<file path="config.mk">
export PLATFORM = sky130hd
export DESIGN_NAME = func_sweeper
export DESIGN_NICKNAME = d
export VERILOG_FILES = /design/src/rtl/func_sweep_pkg.sv /design/src/rtl/settle_timer.sv /design/src/rtl/func_sweeper.sv
export SDC_FILE = /design/constraint.sdc
export NUM_CORES = 1
export LEC_CHECK = 0
export ABC_CLOCK_PERIOD_IN_PS = 2100
export CAP_MARGIN = 40
export CORE_MARGIN = 2
export CORE_UTILIZATION = 40
export CTS_BUF_LIST = sky130_fd_sc_hd__clkbuf_8
export DETAILED_ROUTE_END_ITERATION = 8
export GPL_TIMING_DRIVEN = 0
export PLACE_DENSITY_LB_ADDON = 0.25
export SLEW_MARGIN = 15
export SYNTH_ARGS = -nofsm -noshare
export SYNTH_HDL_FRONTEND = slang
export SYNTH_SLANG_ARGS = --single-unit
</file>
<file path="constraint.sdc">
create_clock -name clk -period 2.1 [get_ports clk]
set_clock_uncertainty 0.2 [all_clocks]
set_input_delay 0.63 -clock clk [delete_from_list [all_inputs] [get_ports clk]]
set_output_delay 0.63 -clock clk [all_outputs]
set_load 0.005 [all_outputs]
</file>
<file path="src/rtl/func_sweep_pkg.sv">
// Shared types and sizes for the combinational-function sweeper.
// Index width, vector count and settle-counter width are fixed here.
package func_sweep_pkg;

    typedef enum logic [1:0] {
        IDLE   = 2'd0,
        SETTLE = 2'd1,
        SAMPLE = 2'd2,
        DONE   = 2'd3
    } sweep_state_t;

    localparam int VEC_COUNT = 8;
    localparam int IDX_W     = 3;
    localparam int CNT_W     = 8;

endpackage

</file>
<file path="src/rtl/settle_timer.sv">
// Down-counter holding each test vector for a fixed settle time.
// It reloads on load and otherwise counts down to zero, where it stops.
module settle_timer
    import func_sweep_pkg::*;
(
    input  logic             clk,
    input  logic             reset,
    input  logic             load,
    input  logic [CNT_W-1:0] load_val,
    output logic             zero
);

    logic [CNT_W-1:0] cnt_q;
    logic [CNT_W-1:0] cnt_d;

    // next count: reload wins, otherwise decrement until zero
    always_comb begin
        cnt_d = cnt_q;
        if (load) begin
            cnt_d = load_val;
        end else if (cnt_q != {CNT_W{1'b0}}) begin
            cnt_d = cnt_q - {{(CNT_W-1){1'b0}}, 1'b1};
        end else begin
            cnt_d = cnt_q;
        end
    end

    // counter register
    always_ff @(posedge clk or posedge reset) begin
        if (reset) begin
            cnt_q <= {CNT_W{1'b0}};
        end else begin
            cnt_q <= cnt_d;
        end
    end

    assign zero = (cnt_q == {CNT_W{1'b0}});

endmodule

</file>
<file path="src/rtl/func_sweeper.sv">
// Drives {a,b,c} through all 8 input vectors, captures y per vector into a
// truth table and compares the finished table against a golden value.
module func_sweeper
    import func_sweep_pkg::*;
#(
    parameter int unsigned SETTLE_CYCLES = 1,
    parameter logic [7:0]  EXPECTED      = 8'h31
) (
    input  logic       clk,
    input  logic       reset,
    input  logic       start,
    output logic       a,
    output logic       b,
    output logic       c,
    input  logic       y,
    output logic       busy,
    output logic       done,
    output logic [7:0] truth_table,
    output logic       match
);

    if ((SETTLE_CYCLES < 32'd1) || (SETTLE_CYCLES > 32'd255)) begin : g_bad_settle
        $error("func_sweeper: SETTLE_CYCLES must be in 1..255");
    end

    localparam logic [CNT_W-1:0] RELOAD   = CNT_W'(SETTLE_CYCLES - 32'd1);
    localparam logic [IDX_W-1:0] LAST_IDX = IDX_W'(VEC_COUNT - 1);
    localparam logic [IDX_W-1:0] IDX_ONE  = IDX_W'(1);

    sweep_state_t           state_q, state_d;
    logic [IDX_W-1:0]       idx_q, idx_d;
    logic [VEC_COUNT-1:0]   tt_q, tt_d;
    logic                   match_q, match_d;
    logic                   load_s;
    logic                   zero_s;

    settle_timer u_settle_timer (
        .clk      (clk),
        .reset    (reset),
        .load     (load_s),
        .load_val (RELOAD),
        .zero     (zero_s)
    );

    // sweep sequencing, vector stepping and capture
    always_comb begin
        state_d = state_q;
        idx_d   = idx_q;
        tt_d    = tt_q;
        match_d = match_q;
        load_s  = 1'b0;
        case (state_q)
            IDLE: begin
                if (start) begin
                    idx_d   = {IDX_W{1'b0}};
                    tt_d    = {VEC_COUNT{1'b0}};
                    match_d = 1'b0;
                    load_s  = 1'b1;
                    state_d = SETTLE;
                end else begin
                    state_d = IDLE;
                end
            end
            SETTLE: begin
                if (zero_s) begin
                    state_d = SAMPLE;
                end else begin
                    state_d = SETTLE;
                end
            end
            SAMPLE: begin
                tt_d[idx_q] = y;
                // the final vector's bit is not yet in tt_q, so compare with y spliced in
                if (idx_q == LAST_IDX) begin
                    idx_d   = {IDX_W{1'b0}};
                    match_d = ({y, tt_q[VEC_COUNT-2:0]} == EXPECTED);
                    state_d = DONE;
                end else begin
                    idx_d   = idx_q + IDX_ONE;
                    load_s  = 1'b1;
                    state_d = SETTLE;
                end
            end
            DONE: begin
                state_d = IDLE;
            end
            default: begin
                state_d = IDLE;
            end
        endcase
    end

    // state, index and result registers
    always_ff @(posedge clk or posedge reset) begin
        if (reset) begin
            state_q <= IDLE;
            idx_q   <= {IDX_W{1'b0}};
            tt_q    <= {VEC_COUNT{1'b0}};
            match_q <= 1'b0;
        end else begin
            state_q <= state_d;
            idx_q   <= idx_d;
            tt_q    <= tt_d;
            match_q <= match_d;
        end
    end

    assign {a, b, c}   = idx_q;
    assign busy        = (state_q == SETTLE) || (state_q == SAMPLE);
    assign done        = (state_q == DONE);
    assign truth_table = tt_q;
    assign match       = match_q;

endmodule

</file>
## Yosys cells after proc, flatten, opt, wreduce, memory -nomap -nowiden

Cells that the tools add are included.

- Add/subtract/negate cells: 2
- $lt $le $gt $ge: 2
- Equality and inequality tests: 7
- Mux-type cells: 20
- Reduce and logical (&&, ||, !) cells: 9

Operators with widths:

| kind | number |
|---|---|
| 2-to-1 mux 8 bit | 3 |
| case mux 8 bit (2 select lines) | 1 |
| bitwise mux 8 bit | 1 |
| == test 8 x 6 -> 1 bit (second input constant) | 1 |
| logical NOT 8 bit | 1 |
| case mux 2 bit (4 select lines) | 1 |
| nonzero test 8 bit | 1 |
| subtractor 8 x 1 -> 8 bit (second input constant) | 1 |
| 2-to-1 mux 1 bit | 6 |
| 2-to-1 mux 3 bit | 2 |
| case mux 3 bit (2 select lines) | 1 |
| == test 2 bit (second input constant) | 2 |
| < comparator 3 x 4 -> 1 bit (second input constant) | 1 |
| 2-to-1 mux 2 bit | 2 |
| inequality test 2 bit (second input constant) | 2 |
| case mux 1 bit (2 select lines) | 2 |
| nonzero test 2 bit | 2 |
| adder 3 x 1 -> 3 bit (second input constant) | 1 |
| demux 1 bit (select 3 bit) | 1 |
| == test 3 bit (second input constant) | 1 |
| greater-or-equal comparator 3 x 1 -> 1 bit (second input constant) | 1 |
| AND reduction 3 bit | 1 |
| == test 2 x 1 -> 1 bit (second input constant) | 1 |
| logical NOT 2 bit | 1 |
| 3 further kinds | 3 |

- Flip-flop bits (word level): 22
- Input port bits: 4
- Output and inout bits: 14
- Word-level logic and storage cells: 45

## Longest topological paths before layout

Gate-level depths: netlist of the first run.

- Word-level depth: 6
- Mapped depth: 6
- Mapped depth without buffers: 5

## Modules after synthesis

Synthesis of the first run repeated with hierarchy kept, for this count alone.

- Cells, all modules: 142
- Area total of the unflattened synthesis: 1301.2 um^2

Modules (own cells, without submodules):

| module | instances | cells an instance | area an instance (um^2) | sequential area each (um^2) |
|---|---|---|---|---|
| func_sweeper | 1 | 86 | 804.5 | 350.3 |
| settle_timer | 1 | 56 | 496.7 | 200.2 |

## Least setup slack after synthesis of the first run

OpenSTA, ideal clock, no wires.

- Path kind: register to register
- Start point: register u_settle_timer.cnt_q[0]
- End point: register u_settle_timer.cnt_q[4]
- Setup time: 0.142 ns
- Arrival time: 1.544 ns
- Data required time: 1.758 ns
- Path slack: 0.214 ns
- Cell stages (with the launch flop): 6
- Path buffers: 0
- Clock period less this slack: 1.886 ns
- Cells stage by stage: dfrtp_1 > inv_1 > ha_1 > nor3b_1 > a2111oi_0 > mux2i_1

- Cells in the longest elaborated chain, start to end: 3
- Elaborated cells on any way between the ends: 5
- Those cells by class: add/sub (1); mux (2); reduce/logical (2)

Ends and longest elaborated chain:

| item | line | text |
|---|---|---|
| start, declared | settle_timer.sv:13 | `logic [CNT_W-1:0] cnt_q;` |
| start signal, assigned | settle_timer.sv:31 | `cnt_q <= {CNT_W{1'b0}};` |
| start signal, assigned | settle_timer.sv:33 | `cnt_q <= cnt_d;` |
| subtractor 8 x 1 -> 8 bit | settle_timer.sv:22 | `cnt_d = cnt_q - {{(CNT_W-1){1'b0}}, 1'b1};` |
| 2-to-1 mux 8 bit | settle_timer.sv:21 | `end else if (cnt_q != {CNT_W{1'b0}}) begin` |
| 2-to-1 mux 8 bit | settle_timer.sv:19 | `if (load) begin` |

Several ways; a longest one is shown, not always the timed one. The select of a mux whose other input is x is not followed.
A chain may end at the register's enable or synchronous reset.

## Worst setup path after layout of the first run

- Start point: register state_q[0]
- End point: output done

- Cells in the longest elaborated chain, start to end: 1

Ends and longest elaborated chain:

| item | line | text |
|---|---|---|
| start, declared | func_sweeper.sv:30 | `sweep_state_t state_q, state_d;` |
| start signal, assigned | func_sweeper.sv:101 | `state_q <= state_d;` |
| == test 2 bit | func_sweeper.sv:110 | `assign done = (state_q == DONE);` |
| end, declared | func_sweeper.sv:17 | `output logic done,` |

No other way between the ends.

==> impl_metrics.env, run 1 <==
export IMPL_wirelength_um=2920
export IMPL_power_w=0.00146
export IMPL_drc=0
export IMPL_design_core_area_mm2=0.00305
export IMPL_finalCritPeriodShare=0.976
export IMPL_grt_pass1_wl_um=4770
export IMPL_synth_top_area_frac=0.428
export IMPL_rows=20
export IMPL_synthCells=137
export IMPL_hold_viol_final=0
export IMPL_drive_gt1_frac=0.130
export IMPL_cts_root_buffer="clkbuf_8"
export IMPL_r2r_start="state_q[0]"
export IMPL_arrival_ps=1220
export IMPL_area_growth_pct=28.1
export IMPL_stdcell_count=206
export IMPL_yosys_area_top_type="dfrtp_1"
export IMPL_ant_nets=0
export IMPL_grt_overflow_total=0
export IMPL_power_frac_clock=0.276
export IMPL_clk_pin_slew_ps=90
export IMPL_min_from="match"
export IMPL_antenna_found_initial=0
export IMPL_switchingPower_w=0.000504
export IMPL_insertion_delay_ps=270
export IMPL_place_congestion=0.811
export IMPL_synth_edf_count=0
export IMPL_worst_slew_pin_slew_ps=679
export IMPL_p_per_area_mw_per_mm2=887
export IMPL_required_ps=1270
export IMPL_async_flop_share=1.00
export IMPL_yosysWarningCount=0
export IMPL_fmax_mhz=488
export IMPL_min_delay_worst_endpoint="match"
export IMPL_grt_pass1_vias=1104
export IMPL_die_area_mm2=0.00368
export IMPL_r2r_end="match"
export IMPL_chipWidth_um=60.7
export IMPL_avgSynthCellArea_um2=9.38
export IMPL_pwr_share_seq=0.333
export IMPL_drv_cap=0
export IMPL_grtUsageTotal=0.174
export IMPL_p_sw_frac=0.345
export IMPL_routed_via_count=1119
export IMPL_reg2reg_slack_ps=120
export IMPL_dp_hpwl_um=2110
export IMPL_port_buffers=17
export IMPL_drt_iter0_drc=21
export IMPL_peakVddDrop_mv=0.388
export IMPL_rsz0062_at_grt="no"
export IMPL_dp_cells=199
export IMPL_firstDrtPassIters=4
export IMPL_num_antenna_cells=0
export IMPL_hold_ws_ps=324
export IMPL_startpoint_type="register"
export IMPL_wire_per_inst_um=14.2
export IMPL_grt_max_degree=18
export IMPL_h_tree_depth=1
export IMPL_p_leak_nw=0.721
export IMPL_drv_slew=0
export IMPL_post_route_util=0.539
export IMPL_yosysMostFrequentCell="dfrtp_1"
export IMPL_p_comb_frac=0.392
export IMPL_reg2reg_depth=7
export IMPL_clockBufferDepth=2
export IMPL_worstHoldPathType="register to register"
export IMPL_ys_types=35
export IMPL_ys_seq_area_frac=0.428
export IMPL_crit_fanout=2
export IMPL_clock_sinks=22
export IMPL_internal_power_w=0.000956
export IMPL_critPathLaunch="state_q[0]"
export IMPL_worstHoldPathCells=2
export IMPL_syn_area_mm2=0.00128
export IMPL_relSlewSlack=0.543
export IMPL_syn_num_nets=150
export IMPL_netlist_top_cells_count="dfrtp_1 (22), nand2_1 (13), a21oi_1 (11), inv_1 (11), ha_1 (9)"
export IMPL_numCtsBuffers=3
export IMPL_initial_core_util=0.421
export IMPL_setup_viol=0
export IMPL_viasPerCell=5.43
export IMPL_period_needed_ps=2050
export IMPL_die_h_um=60.7
export IMPL_outcome="complete, no violations"
export IMPL_synth_top_flop_cell="dfrtp_1"
export IMPL_critical_path_class="register to output pin"
export IMPL_cts_tree="built"
export IMPL_fin_nets=176
export IMPL_synth_seq_cells=22
export IMPL_synthTopCellsByArea="dfrtp_1 (43%), ha_1 (8.8%), a21oi_1 (4.3%)"
export IMPL_io_pins=18
export IMPL_cp_end_kind="output pin"
-- per-layer routing --
layer  vias up  GRT usage  share of wire
met1       547      0.205           0.46
met5         -          0              0
met3         5     0.0256          0.014
met2        10      0.312           0.51
li1        557          -              -
met4         0     0.0776          0.013
-- worst max-delay path: stages, from the launching register on --
cell and delay, ps:
dfrtp_1 390, buf_4 140, ha_1 180, dlygate4sd2_1 250
-- final cells by class --
type / instances / area [um2]
Buffer: 6 / 26.3
Clock buffer: 3 / 41.3
Clock inverter: 1 / 30.0
Fill cell: 293 / 1410
Inverter: 11 / 41.3
Multi-Input combinational cell: 98 / 688
Sequential cell: 22 / 551
Tap cell: 44 / 55.1
Timing Repair Buffer: 21 / 214
-- per-stage QoR --
stage / TNS [ps] / worst slack (ps) / area (um2)
finish: 0 / 50.3 / 1650
global route: 0 / 7.39 / 1650
CTS: -3.79 / -3.79 / 1650
detailed placement: -5340 / -563 / 1540
global placement: -4590 / -512 / 1510
floorplan: 0 / 214 / 1280
-- repair_timing --
action	CTS	global route
setup buffers	3	0
gates resized for setup	9	3
hold buffers	0	0
endpoints found under the hold margin	0	0
cloned	0	0
endpoints found under the setup margin	15	9
-- kinds of logic (layout without fill, tap and decap cells) --
| kind of cell | Yosys count | after routing | share of synthesized area |
|---|---|---|---|
| multiplexers | 3 | 3 | 0.0234 |
| AND/OR/NAND/NOR | 48 | 48 | 0.217 |
| AO/OA/AOI/OAI | 38 | 38 | 0.194 |
| flip-flops | 22 | 22 | 0.428 |
| buffers and inverters | 17 | 42 | 0.0497 |
| adder cells (fa/ha/maj) | 9 | 9 | 0.0876 |
-- worst max path at each step --
| stage | endpoint | slack [ps] | depth (start not counted) |
|---|---|---|---|
| 2_1_floorplan | u_settle_timer.cnt_q[4] | 210 | 5 |
| 3_3_place_gp | match | -510 | 5 |
| 3_5_place_dp | match | -560 | 5 |
| 4_1_cts | busy | -4 | 4 |
| 5_1_grt | done | 7 | 3 |
| 6_report | done | 50 | 3 |
-- flip-flops by register name, summed over array words and instances (netlist names) --
signal,flops
match,1
u_settle_timer.cnt_q,8
idx_q,3
truth_table,8
state_q,2
-- power by group through the flow --
stage	Sequential [W]	Clock (W)	Combinational, W
final	0.000486	0.000402	0.000572
after global routing	0.000488	0.000429	0.000631
after floorplan	0.000493	0	0.000327
after detailed placement	0.000499	0	0.000508
after CTS	0.000484	0.000411	0.000585
after global placement	0.000497	0	0.000491
-- layout by cell type, fill, tap and decap left out, types with 4 or more instances in the layout --
| cell type | count |
|---|---|
| dfrtp_1 | 22 |
| a21oi_1 | 11 |
| o211ai_1 | 5 |
| nand3b_1 | 5 |
| clkdlybuf4s50_1 | 15 |
| o22ai_1 | 4 |
| o21ai_0 | 7 |
| nor3_1 | 4 |
| ha_1 | 9 |
| nand3_1 | 6 |
| inv_1 | 10 |
| nand2_1 | 13 |
No activity file was read; power rests on OpenSTA's default activity.
==> run 2, diff against run 1 <==
CTS_CLUSTER_DIAMETER = 60   (was default)
GPL_TIMING_DRIVEN = default   (was 0)
SLEW_MARGIN = 20   (was 15)
==> impl_metrics.env, run 2 (same netlist as run 1, synthesis figures left out) <==
export IMPL_drive_gt1_frac=0.168
export IMPL_startpoint_type="register"
export IMPL_viasPerCell=5.51
export IMPL_clockBufferDepth=2
export IMPL_crit_buf_inv=1
export IMPL_cp_top_family="buffers and inverters"
export IMPL_fin_nets=182
export IMPL_stdcell_count=211
export IMPL_insertion_delay_ps=260
export IMPL_wire_per_inst_um=14.3
export IMPL_p_sw_frac=0.367
export IMPL_finalCritPeriodShare=0.971
export IMPL_dp_cells=204
export IMPL_crit_path_max_incr_delay_ps=530
export IMPL_grt_pass1_wl_um=5140
export IMPL_cp_end_kind="output pin"
export IMPL_dp_slack_ps=-34.0
export IMPL_dp_hpwl_um=2150
export IMPL_io_pins=18
export IMPL_grtUsageTotal=0.186
export IMPL_post_route_util=0.540
export IMPL_p_leak_nw=0.738
export IMPL_p_per_area_mw_per_mm2=812
export IMPL_h_tree_depth=1
export IMPL_drc=0
export IMPL_worstHoldPathType="register to register"
export IMPL_drt_iter0_drc=67
export IMPL_period_needed_ps=2040
export IMPL_chipWidth_um=60.7
export IMPL_wirelength_um=3010
export IMPL_grt_overflow_total=0
export IMPL_peakVddDrop_mv=0.400
export IMPL_fmax_mhz=490
export IMPL_setup_viol=0
export IMPL_initial_core_util=0.421
export IMPL_clk_pin_slew_ps=80
export IMPL_place_area_mm2=0.00158
export IMPL_antenna_found_initial=0
export IMPL_routed_via_count=1162
export IMPL_cts_root_buffer="clkbuf_8"
export IMPL_drv_slew=0
export IMPL_rsz0062_at_grt="no"
export IMPL_grt_max_degree=23
export IMPL_outcome="complete, no violations"
export IMPL_arrival_ps=1210
export IMPL_design_core_area_mm2=0.00305
export IMPL_internal_power_w=0.000847
export IMPL_crit_fanout=4
export IMPL_path_cells="clkdlybuf4s50_1"
export IMPL_p_comb_frac=0.439
export IMPL_pwr_share_seq=0.361
export IMPL_drv_cap=0
export IMPL_hold_viol_final=0
export IMPL_relSlewSlack=0.660
export IMPL_power_frac_clock=0.200
export IMPL_numCtsBuffers=3
export IMPL_area_growth_pct=28.3
export IMPL_port_buffers=17
export IMPL_place_congestion=0.794
export IMPL_clock_sinks=22
export IMPL_cpMaxStageDelayCell="clkdlybuf4s50_1"
export IMPL_cts_tree="built"
export IMPL_rows=20
export IMPL_critical_path_class="register to output pin"
export IMPL_die_area_mm2=0.00368
export IMPL_switchingPower_w=0.000492
export IMPL_required_ps=1270
export IMPL_ant_nets=0
export IMPL_final_cell_mix="dfrtp_1 (22), buf_4 (16), clkdlybuf4s50_1 (15)"
export IMPL_setup_tns_ps=0
export IMPL_layout_commonest_cell="dfrtp_1"
export IMPL_worst_slew_pin_slew_ps=496
export IMPL_finalInstanceArea_mm2=0.00165
export IMPL_cts_hold_buf=0
export IMPL_die_h_um=60.7
export IMPL_layout_setup_ws_ps=61.2
export IMPL_firstDrtPassIters=4
export IMPL_grt_pass1_vias=1161
export IMPL_num_antenna_cells=0
run 2: cell count changes in the layout (fill, tap and decap cells not counted), sizes merged:
cell / previous run / this run
buf: 5 / 16
clkbuf: 9 / 4
bufinv: 1 / 0
clkdlybuf4s15: 0 / 1
dlygate4sd2: 1 / 0
run 2: metal layers:
metal | track usage | wire [um] | up-vias
li1 | - | - | 563
met1 | 0.242 | 1390 | 572
met2 | 0.310 | 1500 | 22
met3 | 0.0256 | 79 | 5
met4 | 0.0776 | 37 | 0
met5 | 0 | 0 | -
run 2: through the flow:
stage               power, W  hold slack [ps]
floorplan           0.000820              297
global placement     0.00101              315
detailed placement   0.00103              326
CTS                  0.00135              343
global route         0.00144              376
finish               0.00134              347
run 2: layout make-up:
| cell class | instances | area [um2] |
|---|---|---|
| multi-input cells | 98 | 671 |
| flip-flops and latches | 22 | 551 |
| repair buffers | 33 | 285 |
| inverters | 11 | 46.3 |
| fillers | 298 | 1400 |
| well taps | 44 | 55.1 |
| clock buffers | 3 | 41.3 |
run 2: path summary, 6_finish.rpt:
path	start	to	slack [ps]	depth (start not counted)
max	truth_table[6]	truth_table[6]	60	1
min	match	match	350	2
max reg2reg	u_settle_timer.cnt_q[3]	u_settle_timer.cnt_q[6]	160	3
min reg2reg	match	match	350	2
max in group asynchronous	reset	u_settle_timer.cnt_q[6]	970	3
min in group asynchronous	reset	u_settle_timer.cnt_q[1]	500	3
run 2: worst reg2reg max path: cells and delay by family, from the launching register on:
kind	cells	cell delay, ps
simple gates	2	1070
flops	1	460
compound gates	1	150
run 2: power groups by stage:
stage / registers [W] / clock network, W / logic [W]
2_1_floorplan: 0.000493 / 0 / 0.000327
3_3_place_gp: 0.000497 / 0 / 0.000513
3_5_place_dp: 0.000498 / 0 / 0.000531
4_1_cts: 0.000483 / 0.000269 / 0.000600
5_1_grt: 0.000488 / 0.000292 / 0.000663
6_report: 0.000484 / 0.000268 / 0.000587
run 2: what timing repair did:
item	4_1_cts	5_1_grt
setup endpoints to repair	2	2
hold endpoints to repair	0	0
cloned	0	0
resized for setup	7	2
buffers inserted	4	0
==> run 3, diff against run 2 <==
ABC_CLOCK_PERIOD_IN_PS = 2500   (was 2100)
CORE_ASPECT_RATIO = 1.5   (was default)
TNS_END_PERCENT = 50   (was default)
clock period = 2.5 ns   (was 2.1 ns; I/O delays follow)
==> impl_metrics.env, run 3 (same netlist as run 1, synthesis figures left out) <==
export IMPL_worstHoldPathCells=2
export IMPL_fin_nets=177
export IMPL_critical_path_class="register to output pin"
export IMPL_routed_via_count=1156
export IMPL_clk_pin_slew_ps=80
export IMPL_cp_top_family="buffers and inverters"
export IMPL_dp_cells=196
export IMPL_numCtsBuffers=3
export IMPL_p_leak_nw=0.710
export IMPL_setup_tns_ps=0
export IMPL_crit_buf_inv=2
export IMPL_multi_input_area_um2=671
export IMPL_layout_commonest_cell="dfrtp_1"
export IMPL_relSlewSlack=0.667
export IMPL_finalInstanceArea_mm2=0.00161
export IMPL_grt_pass1_vias=1123
export IMPL_cts_root_buffer="clkbuf_8"
export IMPL_drc=0
export IMPL_cts_hold_buf=0
export IMPL_die_area_mm2=0.00369
export IMPL_required_ps=1550
export IMPL_arrival_ps=1490
export IMPL_reg2reg_depth=3
export IMPL_place_congestion=0.767
export IMPL_stdcell_count=202
export IMPL_grt_max_degree=23
export IMPL_initial_core_util=0.415
export IMPL_startpoint_type="register"
export IMPL_drt_iter0_drc=15
export IMPL_port_buffers=17
export IMPL_period_needed_ps=2440
export IMPL_outcome="complete, no violations"
export IMPL_grtUsageTotal=0.178
export IMPL_drv_slew=0
export IMPL_fill_cells=299
export IMPL_antenna_found_initial=0
export IMPL_clockBufferDepth=2
export IMPL_ant_nets=0
export IMPL_final_cell_mix="dfrtp_1 (22), clkdlybuf4s50_1 (17), nand2_1 (13)"
export IMPL_cp_end_kind="output pin"
export IMPL_dp_hpwl_um=2290
export IMPL_clock_sinks=22
export IMPL_io_pins=18
export IMPL_num_antenna_cells=0
export IMPL_cpMaxStageDelayCell="clkdlybuf4s50_1"
export IMPL_peakVddDrop_mv=0.449
export IMPL_crit_fanout=3
export IMPL_setup_viol=0
export IMPL_area_growth_pct=25.0
export IMPL_design_core_area_mm2=0.00310
export IMPL_dp_slack_ps=188
export IMPL_grt_pass1_wl_um=5090
export IMPL_viasPerCell=5.72
export IMPL_worstHoldPathType="register to register"
export IMPL_wire_per_inst_um=15.0
export IMPL_layout_setup_ws_ps=55.5
export IMPL_grt_overflow_total=0
export IMPL_fmax_mhz=409
export IMPL_crit_cells=3
export IMPL_drive_gt1_frac=0.123
export IMPL_wirelength_um=3020
export IMPL_rsz0062_at_grt="no"
export IMPL_die_h_um=73.4
export IMPL_hold_ws_ps=347
export IMPL_regArea_um2=551
export IMPL_insertion_delay_ps=260
export IMPL_cts_tree="built"
export IMPL_h_tree_depth=1
export IMPL_finalCritPeriodShare=0.978
export IMPL_firstDrtPassIters=4
export IMPL_drv_cap=0
export IMPL_place_area_mm2=0.00154
export IMPL_crit_path_max_incr_delay_ps=490
export IMPL_worst_slew_pin_slew_ps=487
export IMPL_p_per_area_mw_per_mm2=689
export IMPL_chipWidth_um=50.3
export IMPL_path_cells="inv_1, ha_1, clkdlybuf4s50_1"
export IMPL_rows=25
export IMPL_hold_viol_final=0
[run 3: changes by cell type in the layout (fill, tap and decap cells not counted)]
cell / before / now
buf_4: 16 / 11
inv_4: 2 / 0
clkbuf_2: 1 / 0
inv_1: 9 / 11
clkdlybuf4s50_1: 15 / 17
clkdlybuf4s15_1: 1 / 0
[run 3: tightest hold or removal path, stage by stage (launching register included)]
cell	delay, ps
dfrtp_1	360
o21ai_0	90
o41ai_1	60
[run 3: layout make-up]
cell class | count | area share
sequential | 22 | 0.343
multi-input combinational | 98 | 0.417
clock buffer | 3 | 0.0257
inverter | 11 | 0.0257
timing repair buffer | 28 | 0.157
tap | 40 | 0.0312
[run 3: where the power goes]
part           total, W  leakage [nW]  switching (W)  internal, W
logic          0.000478         0.384       0.000264     0.000214
registers      0.000408         0.304      0.0000234     0.000385
clock network  0.000221        0.0216       0.000113     0.000108
total           0.00111         0.710       0.000400     0.000706
[run 3: per-layer routing]
metal,track usage,wire length [um]
met1,0.199,1200
met2,0.336,1690
met3,0.0203,95
met4,0.0710,36
met5,0,0
[run 3: repair_timing]
action	in CTS	in global routing
setup endpoints to repair	0	1
setup buffers	0	3
gates resized for setup	0	0
[run 3: path summary, 6_finish.rpt]
path	start	to	slack [ps]
worst max-delay path	state_q[0]	busy	60
worst min-delay path	match	match	350
worst max register to register	u_settle_timer.cnt_q[2]	u_settle_timer.cnt_q[6]	550
worst min register to register	match	match	350
max in group asynchronous	reset	truth_table[2]	1250
min in group asynchronous	reset	state_q[1]	630
[run 3: metrics by stage]
| step | utilization | power [W] |
|---|---|---|
| 6_report | 0.519 | 0.00111 |
| 4_1_cts | 0.512 | 0.00108 |
| 3_3_place_gp | 0.498 | 0.000842 |
| 3_5_place_dp | 0.498 | 0.000855 |
| 5_1_grt | 0.519 | 0.00117 |
| 2_1_floorplan | - | 0.000689 |
